==> src/rtl/fetch_unit.sv <==
// Instruction-fetch stage: drives a 1-cycle synchronous imem port, buffers returned
// words in a DEPTH-entry queue and presents {pc, npc, instr} to decode over valid/ready.
module fetch_unit #(
    parameter int unsigned        INSTR_W  = 16,
    parameter int unsigned        ADDR_W   = 16,
    parameter logic [ADDR_W-1:0]  RESET_PC = '0,
    parameter logic [ADDR_W-1:0]  PC_STEP  = ADDR_W'(1),
    parameter int unsigned        DEPTH    = 4
) (
    input  logic               clk,
    input  logic               rst_n,
    input  logic [1:0]         redirect_src,
    input  logic [ADDR_W-1:0]  j_target,
    input  logic [ADDR_W-1:0]  i_target,
    input  logic [ADDR_W-1:0]  ret_target,
    output logic               imem_req,
    output logic [ADDR_W-1:0]  imem_addr,
    input  logic [INSTR_W-1:0] imem_rdata,
    output logic               out_valid,
    input  logic               out_ready,
    output logic [INSTR_W-1:0] out_instr,
    output logic [ADDR_W-1:0]  out_pc,
    output logic [ADDR_W-1:0]  out_npc
);

    localparam int unsigned PTR_W = $clog2(DEPTH);
    localparam int unsigned CNT_W = PTR_W + 1;
    localparam int unsigned ENT_W = INSTR_W + 2 * ADDR_W;

    logic [ADDR_W-1:0] pc_q, pc_d;
    logic              inflight_q, inflight_d;
    logic [ADDR_W-1:0] req_addr_q, req_addr_d;
    logic [PTR_W-1:0]  rd_ptr_q, rd_ptr_d;
    logic [PTR_W-1:0]  wr_ptr_q, wr_ptr_d;
    logic [CNT_W-1:0]  count_q, count_d;
    logic [ENT_W-1:0]  q_mem_q [DEPTH];
    logic [ENT_W-1:0]  q_mem_d [DEPTH];

    logic              redirect;
    logic [ADDR_W-1:0] target;
    logic              credit_ok;
    logic              push;
    logic              pop;
    logic [ENT_W-1:0]  head;

    always_comb begin
        redirect = (redirect_src != 2'b00);
        case (redirect_src)
            2'b01:   target = j_target;
            2'b10:   target = i_target;
            2'b11:   target = ret_target;
            default: target = pc_q;
        endcase

        // The outstanding read holds a slot, so a response can always be pushed.
        credit_ok = (count_q + CNT_W'(inflight_q)) < CNT_W'(DEPTH);
        imem_req  = rst_n && !redirect && credit_ok;
        imem_addr = pc_q;

        head      = q_mem_q[rd_ptr_q];
        out_valid = (count_q != '0);
        out_instr = head[ENT_W-1 -: INSTR_W];
        out_pc    = head[2*ADDR_W-1 -: ADDR_W];
        out_npc   = head[ADDR_W-1:0];

        push = inflight_q;
        pop  = out_valid && out_ready;
    end

    always_comb begin
        pc_d       = pc_q;
        inflight_d = inflight_q;
        req_addr_d = req_addr_q;
        rd_ptr_d   = rd_ptr_q;
        wr_ptr_d   = wr_ptr_q;
        count_d    = count_q;
        q_mem_d    = q_mem_q;

        if (redirect) begin
            // Flush: the response currently returning belongs to the old path.
            pc_d       = target;
            inflight_d = 1'b0;
            rd_ptr_d   = '0;
            wr_ptr_d   = '0;
            count_d    = '0;
        end else begin
            inflight_d = imem_req;
            if (imem_req) begin
                pc_d       = pc_q + PC_STEP;
                req_addr_d = pc_q;
            end
            if (push) begin
                q_mem_d[wr_ptr_q] = {imem_rdata, req_addr_q, req_addr_q + PC_STEP};
                wr_ptr_d          = wr_ptr_q + PTR_W'(1);
            end
            if (pop) begin
                rd_ptr_d = rd_ptr_q + PTR_W'(1);
            end
            count_d = count_q + CNT_W'(push) - CNT_W'(pop);
        end
    end

    always_ff @(posedge clk) begin
        if (!rst_n) begin
            pc_q       <= RESET_PC;
            inflight_q <= 1'b0;
            req_addr_q <= '0;
            rd_ptr_q   <= '0;
            wr_ptr_q   <= '0;
            count_q    <= '0;
            q_mem_q    <= '{default: '0};
        end else begin
            pc_q       <= pc_d;
            inflight_q <= inflight_d;
            req_addr_q <= req_addr_d;
            rd_ptr_q   <= rd_ptr_d;
            wr_ptr_q   <= wr_ptr_d;
            count_q    <= count_d;
            q_mem_q    <= q_mem_d;
        end
    end

endmodule
==> config.mk <==
export PLATFORM = sky130hd
export DESIGN_NAME = fetch_unit
export DESIGN_NICKNAME = d
export VERILOG_FILES = /design/src/rtl/fetch_unit.sv
export SDC_FILE = /design/constraint.sdc
export NUM_CORES = 1
export LEC_CHECK = 0
export CAP_MARGIN = 20
export CORE_MARGIN = 2
export CORE_UTILIZATION = 50
export DETAILED_ROUTE_END_ITERATION = 16
export HOLD_SLACK_MARGIN = 0.06
export MAX_ROUTING_LAYER = met4
export PLACE_DENSITY = 0.8
export SLEW_MARGIN = 10
export SYNTH_ARGS = -nofsm -noshare
export SYNTH_HDL_FRONTEND = slang
export SYNTH_SLANG_ARGS = --single-unit
==> constraint.sdc <==
create_clock -name clk -period 1.8 [get_ports clk]
set_input_delay 0.18 -clock clk [delete_from_list [all_inputs] [get_ports clk]]
set_output_delay 0.18 -clock clk [all_outputs]
set_load 0.02 [all_outputs]
After elaboration in Yosys (flattened, before gate mapping)

Index checks and enable logic that the tools add are counted.

Add/subtract/negate cells: 6
Multipliers: 0
Div/mod/pow operators: 0
$lt $le $gt $ge: 4
Equality and inequality tests: 4
Shifts and indexed selects: 0
Multiplexer cells: 9
Bitwise gates (word level): 4
Reduce and logical (&&, ||, !) cells: 12

Operator list:

| cell                                                                  | number |
|---|---|
| 192-bit bitwise mux                                                   | 1 |
| 48-bit two-way mux                                                    | 3 |
| 48-bit binary-select mux with 2-bit select                            | 1 |
| 48-bit demux with 2-bit select                                        | 1 |
| 16-bit one-hot mux with 3 select lines                                | 1 |
| 16-bit by 1-bit adder with 16-bit output, second input constant       | 2 |
| 16-bit two-way mux                                                    | 2 |
| 3-bit greater-or-equal comparator, second input constant              | 2 |
| 2-bit inverter with 3-bit output                                      | 2 |
| 2-bit AND reduction                                                   | 3 |
| 2-bit by 1-bit adder with 2-bit output, second input constant         | 2 |
| 2-bit equality test, second input constant                            | 2 |
| 1-bit logical AND                                                     | 4 |
| 4-bit by 1-bit != test with 1-bit output, second input constant       | 1 |
| 2-bit nonzero test                                                    | 2 |
| 3-bit by 1-bit adder with 3-bit output                                | 1 |
| 3-bit by 1-bit < comparator with 1-bit output, second input constant  | 1 |
| 3-bit < comparator, second input constant                             | 1 |
| 3-bit nonzero test                                                    | 1 |
| 3-bit by 1-bit subtractor with 3-bit output                           | 1 |
| 2-bit by 1-bit equality test with 1-bit output, second input constant | 1 |
| 1-bit inverter                                                        | 2 |
| 2-bit OR reduction                                                    | 1 |
| 1-bit zero test                                                       | 1 |

Register bits: 232
Latch bits: 0
RAM bits: 0
Bits in read-only memories: 0
Input port bits: 69
Output and inout port bits: 66
Word-level logic and storage cells: 49
Memories kept: 0

Logic depth before layout (Yosys ltp)

Gate-level depths: netlist of run 1.

Word-level depth: 6
Mapped depth: 8

Worst setup path before layout of run 1

No wires, ideal clock.

Kind: reg2reg
Start: register inflight_q
End: register pc_q[15] (netlist: imem_addr[15])
Library setup time: 74 ps
Arrival time: 1800 ps
Required time: 1726 ps
Setup slack: -74 ps
Stages on the path, launching flop included: 7
Period minus slack after synthesis: 1874 ps
Path through: dfxtp_1 > ha_1 > ha_1 > xnor2_2 > nand2_4 > or4_1 > a31oi_1

Word-level cells in the longest chain between the ends: 5

RTL lines:

| what                                   | RTL line | source |
|---|---|---|
| from (decl)                            | 31       | `logic inflight_q, inflight_d;` |
| from (signal assigned)                 | 114      | `inflight_q <= inflight_d;` |
| 3-bit by 1-bit adder with 3-bit output | 56       | `credit_ok = (count_q + CNT_W'(inflight_q)) < CNT_W'(DEPTH);` |
| 3-bit < comparator                     | 56       |  |
| 1-bit logical AND                      | 57       | `imem_req = rst_n && !redirect && credit_ok;` |
| 2-bit nonzero test (no source line)    | -        |  |
| 2-bit AND reduction (no source line)   | -        |  |
| to (signal assigned)                   | 113      | `pc_q <= pc_d;` |
| to (decl)                              | 30       | `logic [ADDR_W-1:0] pc_q, pc_d;` |

No other way between the ends.
A chain may end at the register's enable or synchronous reset.

Final worst setup path of run 1

Start: register rd_ptr_q[1]
End: output out_pc[3]

Word-level cells in the longest chain between the ends: 4

RTL lines:

| what                                                   | RTL line | source |
|---|---|---|
| from (decl)                                            | 33       | `logic [PTR_W-1:0] rd_ptr_q, rd_ptr_d;` |
| from (signal assigned)                                 | 116      | `rd_ptr_q <= rd_ptr_d;` |
| 2-bit inverter with 3-bit output (not written as such) | 60       | `head = q_mem_q[rd_ptr_q];` |
| 48-bit binary-select mux with 2-bit select             | 60       |  |
| 48-bit two-way mux (not written as such) (2 in series) | 60       |  |
| to (decl)                                              | 22       | `output logic [ADDR_W-1:0] out_pc,` |

No other way between the ends. The select of a mux whose other input is x is not followed.

==> results of run 1 <==
[routing by layer]
metal	wire, µm	up-vias
met5	0	-
met1	12000	4687
met2	15600	476
li1	-	4508
met3	2200	100
met4	918	0
[worst min-delay path, cell delays in order]
cell                              delay (ns)
sky130_fd_sc_hd__clkdlybuf4s50_1        0.47
sky130_fd_sc_hd__nand2_1                0.09
sky130_fd_sc_hd__a21oi_1                0.05
[how the worst max path moves through the flow]
| stage | slack (ns) | cells past startpoint | to |
|---|---|---|---|
| 6_report | -0.27 | 3 | out_pc[3] |
| 5_1_grt | -0.31 | 3 | out_pc[3] |
| 4_1_cts | -0.32 | 4 | out_pc[3] |
| 3_5_place_dp | -0.22 | 6 | q_mem_q[54]$_SDFFE_PN0P_ |
| 3_3_place_gp | -0.19 | 5 | imem_addr[7]$_SDFFE_PN0P_ |
| 2_1_floorplan | 0.01 | 6 | imem_addr[15]$_SDFFE_PN0P_ |
[area by class of cell]
class | count | area (µm²)
Multi-Input combinational cell | 829 | 5330
Inverter | 13 | 53.8
Clock buffer | 35 | 682
Fill cell | 1427 | 6310
Clock inverter | 8 | 130
Timing Repair Buffer | 273 | 2730
Tap cell | 270 | 338
Sequential cell | 232 | 4660
[stage by stage]
stage,utilization [%],setup WS [ns]
CTS,68.6,-0.318
detailed placement,63.0,-0.219
global placement,63.0,-0.192
finish,68.8,-0.266
floorplan,-,0.0124
global route,68.8,-0.306
[state kept, by name, summed over array words and instances, names as in the netlist]
signal and cells:
inflight_q 1, q_mem_q 192, wr_ptr_q 2, req_addr_q 16, imem_addr 16, count_q 3, rd_ptr_q 2
[report_power, final]
group | switching (W) | internal, W | total (W)
Sequential | 0.0000685 | 0.00519 | 0.00526
Combinational | 0.000440 | 0.000424 | 0.000863
Clock | 0.00204 | 0.00306 | 0.00510
Total | 0.00254 | 0.00868 | 0.0112
[placed cells by master (no fill, tap or decap), drive strengths merged, types with 15 or more instances in the layout]
cell type and n:
nand2 310, dfxtp 232, buf 189, a21oi 167, clkdlybuf4s50 71, nor2 55, o21ai 54, mux4 48
clkbuf 35, a211oi 34, nor3 16, nand3 16, xnor2 15
[timing repair]
item / CTS / global route
gates resized for setup: 329 / 31
endpoints found under the setup margin: 66 / 69
cloned: 4 / 0
pin swaps: 7 / 9
buffers inserted: 11 / 3
[logic make-up after synthesis]
family | count (synthesis)
buffers and inverters | 120
and+or+nand+nor | 443
DFF | 232
xor gates and xnor gates | 20
adders and majority gates | 10
muxes | 65
AOI/OAI and AO/OA | 291
==> results.txt, run 1 <==
* Run status: finished with violations
- Violations in the final reports: negative setup slack
- Critical path endpoint category: output pin
* Leading cell type by number of instances after synthesis: sky130_fd_sc_hd__nand2_1
* Wire length of the first global-routing pass: 49.0 mm
* Cell types occupying the most area after synthesis: sky130_fd_sc_hd__dfxtp_1 45%, sky130_fd_sc_hd__nand2_1 11%, sky130_fd_sc_hd__mux4_2 10%
- At the pin with the least slew margin, the transition time is 0.525 ns.
* Post-synth ARST share: 0%
- The worst setup path is of the flip-flop to output pin kind.
- The number of buffers and inverters on the critical path is 2.
* Maximum capacitance violations: 0
* Setup TNS after final layout: -11.06 ns
* Number of cells traversed by the worst hold path: 3
* Aggregate global routing overflow: 0
* Hold buffers post-CTS: 0
- Setup violations remaining at the end of the flow were counted as 53.
* Area added between synthesis and finish: 34.6%
* Netlist area before placement: 10300 µm²
- Along the worst path, the maximum fanout reaches 8.
- Post-synthesis compound-gate area fraction: 16.0%
- Placer congestion estimate: 0.976
* Origin of the worst setup path: rd_ptr_q[1]$_SDFFE_PP0P_
- Yosys mapped a number of flops with a built-in enable equal to 0.
- Number of library cell types mapped by synthesis: 62
- Portion of the post-synthesis area used by sequential elements: 44.9%
- Hold path start: imem_rdata[1]
- Top cells by instance count after synthesis: 309 x sky130_fd_sc_hd__nand2_1, 232 x sky130_fd_sc_hd__dfxtp_1, 167 x sky130_fd_sc_hd__a21oi_1
* Fin crit share: 115%
- Before antenna repair, the detailed router went through 6 iterations.
- After detailed routing, the total wire length is 30.7 mm.
* Count of yosys warnings during synthesis: 0
- Maximum root-to-sink buffer count: 3
- TritonCTS built the clock tree.
- Required time worst endpoint: 1.62 ns
- STA puts the critical path data arrival time at 1.89 ns.
- Area share of fa/ha/maj cells after synthesis: 1.21%
* Worst-path cell chain: buf_6 > mux4_2 > buf_6
- Synth area leader: sky130_fd_sc_hd__dfxtp_1
- The smallest clock period supported by the final layout is computed as 2.07 ns.
- In this run, synthesis produced a sequential element count of 232.
- The via count of the first global-routing pass came to 9869.
* Cell repeated most along the worst path: sky130_fd_sc_hd__buf_6
- In the post-route analysis, the smallest setup slack over all paths is -0.266 ns.
- I/O pins: 135
- In the global route stage, met2 resource usage came out at 48.0%.
* Final worst hold slack: 0.306 ns
* Antenna fix cells: 0
- Placed wire-length estimate after detailed placement: 19.6 mm
- Across all layers, the routed design uses 9771 vias.
- The final-report hold violation count is 0.
* Count of nets after finishing: 1452
- Dividing total power by cell area gives a power density of 806 nW/µm².
- Setup slack of the worst register-to-register path: -0.20 ns
- After clock tree synthesis, the clock-pin slew on the worst setup and hold paths is 0.06 ns.
- After synthesis, the share of cell area in mux cells is 12.2%.
- Layout cell share with drive strength beyond 1: 23.4%
- Syn_nets: 1260
* Xor/xnor share of the synthesized area: 1.77%
- Global routing used 28.1% of the available tracks.
* GRT busiest layer: met2
* Floorplan core area: 20200 µm²
- Maximum number of pins on one net before global-route repair: 55
* Input/output buffers: 134
- Class of the most critical hold timing path: input port to flip-flop
- Via density per instance: 5.89
* Top achievable clock speed: 484 MHz
* Non-Filler Cell Area, Final: 13900 µm²
- CTS built an H-tree with a depth of 1.
- Share of Yosys cell area claimed by the top area cell type: 44.9%
* Dominant combinational cell family by area after synthesis: simple AND/OR/NAND/NOR gates
- Peak ir drop on the vdd network: 0.000658 V
- Path depth of the worst reg2reg path: 8
- Post-place instance area: 12800 µm²
- Initial Util: 51.1%
- The analysis attributes to cell leakage a power of 5.03 nW.
- Setup repair after global routing could not meet its margin everywhere.
- Share of synthesized cell area in and, or, nand and nor gates: 18.8%
- Wire per inst: 18.5 µm
- Endpoint of the worst hold path: q_mem_q[129]$_SDFFE_PN0P_
- The finished layout holds 1660 standard cells, fillers aside.
* Critical Path Start Type: flip-flop
* Worst-path cell with the longest stage delay: sky130_fd_sc_hd__mux4_2
- Among all flip-flop cells after synthesis, the most frequent one is sky130_fd_sc_hd__dfxtp_1.
- The detail route stage leaves a number of antenna-violating nets equal to 0.
- In this run the critical register-to-register path is launched from inflight_q$_SDFF_PP0_.
- Total chip power: 0.0112 W
- Maximum single-stage delay on the critical path: 0.55 ns
* Clock Sink Count: 232
- In this run the core area contains 52 standard-cell rows.
* Inserted Clock Buffers: 24
- The clock reaches the later pin of the worst-skew pair after 0.53 ns.
- The count of pins over their slew limit is 0.
- Measured against its own limit, the worst slew margin works out to 65.0%.
* Synthesized area per cell: 8.76 µm²
- Placed instance count: 1604
- After detailed routing, the number of remaining DRC violations is 0.
- Synthesis produced a netlist whose cell count is 1181.
- Family with the most delay on the worst path: multiplexers
- The number of antenna violations at the first check in global routing came to 0.
- The die covers 21800 µm².
- Cell at the root of the clock tree: sky130_fd_sc_hd__clkbuf_16
* R2r endpoint: imem_addr[4]$_SDFFE_PN0P_
* Met1 usage: 33.8%
* Overall die height: 148 µm
* Met3 capacity usage during global routing: 3.92%
- Die width: 148 µm
- For the final database, setup skew stands at 0.0193 ns.
* DRT iter0 DRCs: 959
Note: power is estimated with default switching activity, not from simulation.
==> inputs of run 2 (changes only) <==
- REMOVE_ABC_BUFFERS: not set -> 1
==> results.txt, run 2 (synthesized netlist as in run 1, its figures left out) <==
- Setup repair after global routing could not meet its margin everywhere.
- The root buffer cell chosen for the clock tree is sky130_fd_sc_hd__clkbuf_16.
- Worst-path cell with the longest stage delay: sky130_fd_sc_hd__mux4_2
- TritonCTS built the clock tree.
* Detail Route Antenna Nets: 0 (unchanged)
* Maximum single-stage delay on the critical path: 0.56 ns (about the same)
- The run finished, with violations left.
- Total wirelength of the detailed-routed design: 28.8 mm (-6.1%)
- Net switching share of the total power: 22.6% (-0.083 points)
* Number of levels in the clock H-tree: 1 (unchanged)
- The die area was 21800 µm² (unchanged).
- Global-route usage over all layers: 26.8% (-1.4 points)
- The initial core utilization was 51.1% (unchanged).
* Placed wire-length estimate after detailed placement: 18.7 mm (-4.5%)
* Floorplan core area: 20200 µm² (unchanged)
* Insertion delay of the later-clocked pin in the worst-skew pair: 0.51 ns (-0.02 ns)
- The switching power summed over all nets is 0.00246 W (-3.5%).
- Highest fanout seen on the critical path: 14 (+6)
- Power density over the cells: 812 nW/µm² (+0.69%)
- The highest ir drop seen on vdd is 0.000550 V (-16%).
- The leakage power summed over all cells is 4.84 nW (-3.7%).
* Number of flip-flops under the largest register name: 192 (unchanged)
* Aggregate global routing overflow: 0 (unchanged)
- Clock transition time at the flip-flop clock pins of the worst setup and hold paths: 0.06 ns (about the same)
- The via count normalized by instance count is 5.80 (-1.5%).
* Most frequent standard cell in the layout excluding fill and tap cells: sky130_fd_sc_hd__nand2_1
- The clock network fraction of design power came to 44.4% (-1.0 points).
- The antenna cell count was 0 (unchanged).
- Clock Sink Count: 232 (unchanged)
* Worst relative slew slack: 68.4% (+3.4 points)
- Placer congestion estimate: 0.831 (-15%)
- The wire length per cell after detailed routing came to 17.6 µm (-4.6%).
- Worst-path cell chain: buf_12 > mux4_2 > buf_2
- Largest clock skew in the final design: 0.00618 ns (-0.0131 ns)
- Setup TNS after final layout: -8.13 ns (+2.93 ns)
- Top reg by flops: q_mem_q
* Num rows: 52 (unchanged)
* Total number of vias: 9472 (-3.1%)
- The final critical path time including I/O delays and setup is 2.03 ns (-0.0406 ns).
* Maximum capacitance violations: 0 (unchanged)
* Max-slew violation total from the final report: 0 (unchanged)
- The critical path is of the flip-flop to output pin type.
- Layout cell share with drive strength beyond 1: 21.3% (-2.0 points)
- The min-delay analysis places its worst path in the category input port to flip-flop.
- Hold buffers post-CTS: 0 (unchanged)
- The number of antenna violations at the first check in global routing came to 0 (unchanged).
- Sequential cell fraction of total power: 48.3% (+1.4 points)
- The pin slew with the least headroom to its limit is 0.471 ns (-0.0542 ns).
* P_int: 0.00841 W (-3.0%)
- The final-stage net count is 1427 (-1.7%).
* Wire length of the first global-routing pass: 46.3 mm (-5.6%)
* Number of global-route vias before repair: 9276 (-6.0%)
* Area added between synthesis and finish: 29.5%
* Inserted Clock Buffers: 24 (unchanged)
- The arrival time at the worst endpoint came to 1.85 ns (-0.04 ns).
* Fin crit share: 113% (-2.3 points)
- Violations in the final reports: negative setup slack
* Top achievable clock speed: 494 MHz (+2.0%)
* Place WS: -0.167 ns (+0.0520 ns)
- I/O pins: 135 (unchanged)
- The number of DRC violations after detailed routing is 0 (unchanged).
* Critical Path Start Type: flip-flop
- First drt pass iteration count: 5 (-1)
* Logic gate share of total power: 7.3% (-0.4 points)
- Commonest non-fill, non-tap cells in the layout: 309 x sky130_fd_sc_hd__nand2_1, 228 x sky130_fd_sc_hd__dfxtp_1, 167 x sky130_fd_sc_hd__a21oi_1, 85 x sky130_fd_sc_hd__buf_4, 71 x sky130_fd_sc_hd__clkdlybuf4s50_1
* Required time worst endpoint: 1.62 ns (about the same)
- The number of buffers on the longest clock path was 3 (unchanged).
* Input/output buffers: 134 (unchanged)
* Die width: 148 µm (unchanged)
- The final-report hold violation count is 0 (unchanged).
* Final worst setup slack: -0.226 ns (+0.0406 ns)
- Setup-failing EPs final: 49 (-7.5%)
- DRT iter0 DRCs: 703 (-27%)
- The count of fill cells added during filler insertion is 1582 (+11%).
* Overall die height: 148 µm (unchanged)
- Maximum number of pins on one net before global-route repair: 58 (+5.5%)
* Critical path endpoint category: output pin
[run 2: cell count changes in the layout (fill, tap and decap cells not counted), sizes merged]
cell | previous run | this run
buf | 189 | 164
bufinv | 3 | 1
dlygate4sd2 | 6 | 8
dlymetal6s2s | 7 | 4
inv | 13 | 14
[run 2: final cells by class]
cell class | instances | area, µm² | share of cell area, %
clock buffers | 34 | 699 | 5.22
well taps | 270 | 338 | 2.52
clock inverters | 7 | 66.3 | 0.495
inverters | 13 | 53.8 | 0.402
repair buffers | 248 | 2320 | 17.4
flip-flops and latches | 232 | 4650 | 34.8
multi-input cells | 829 | 5260 | 39.3
[run 2: worst max-delay path, delay by kind of cell (launching register included)]
kind	cells	cell delay, ns
buf+inv	2	0.37
flops	1	0.40
mux	1	0.56
[run 2: timing repair]
item,CTS,global route
setup endpoints to repair,65,69
hold endpoints to repair,0,0
buffers inserted,7,3
resized for setup,234,22
pin swaps,2,8
[run 2: final timing paths]
| kind | from | end | slack, ns | cells past startpoint |
|---|---|---|---|---|
| worst max register to register | req_addr_q[1]$_SDFFE_PN0P_ | q_mem_q[14]$_SDFFE_PN0P_ | 0.01 | 5 |
| worst min-delay path | rst_n | q_mem_q[103]$_SDFFE_PN0P_ | 0.21 | 4 |
| worst max-delay path | rd_ptr_q[1]$_SDFFE_PP0P_ | out_npc[8] | -0.23 | 3 |
| worst min register to register | q_mem_q[65]$_SDFFE_PN0P_ | q_mem_q[65]$_SDFFE_PN0P_ | 0.45 | 2 |
[run 2: power by group through the flow]
| stage | Clock (W) | Combinational, W | Sequential [W] |
|---|---|---|---|
| floorplan | 0 | 0.000255 | 0.00541 |
| global placement | 0 | 0.000789 | 0.00536 |
| detailed placement | 0 | 0.000796 | 0.00536 |
| CTS | 0.00486 | 0.000785 | 0.00525 |
| global route | 0.00509 | 0.000854 | 0.00526 |
| finish | 0.00482 | 0.000795 | 0.00525 |
[run 2: through the flow]
stage	hold slack (ns)	instance area (µm²)	instances	power [W]	utilization (%)
3_5_place_dp	0.446	12700	1584	0.00616	62.6
6_report	0.213	13400	1633	0.0109	66.2
5_1_grt	0.229	13400	1633	0.0112	66.2
3_3_place_gp	0.439	12700	1584	0.00615	62.6
4_1_cts	0.200	13300	1632	0.0109	65.8
2_1_floorplan	0.300	9860	1074	0.00566	-
[run 2: routing by layer]
layer | wire length [µm] | up-vias | GRT usage (%) | share of wire (%)
li1 | - | 4473 | - | -
met3 | 2180 | 63 | 3.61 | 7.6
met2 | 14200 | 390 | 44.7 | 49
met4 | 604 | 0 | 9.28 | 2.1
met5 | 0 | - | - | 0
met1 | 11800 | 4546 | 33.5 | 41
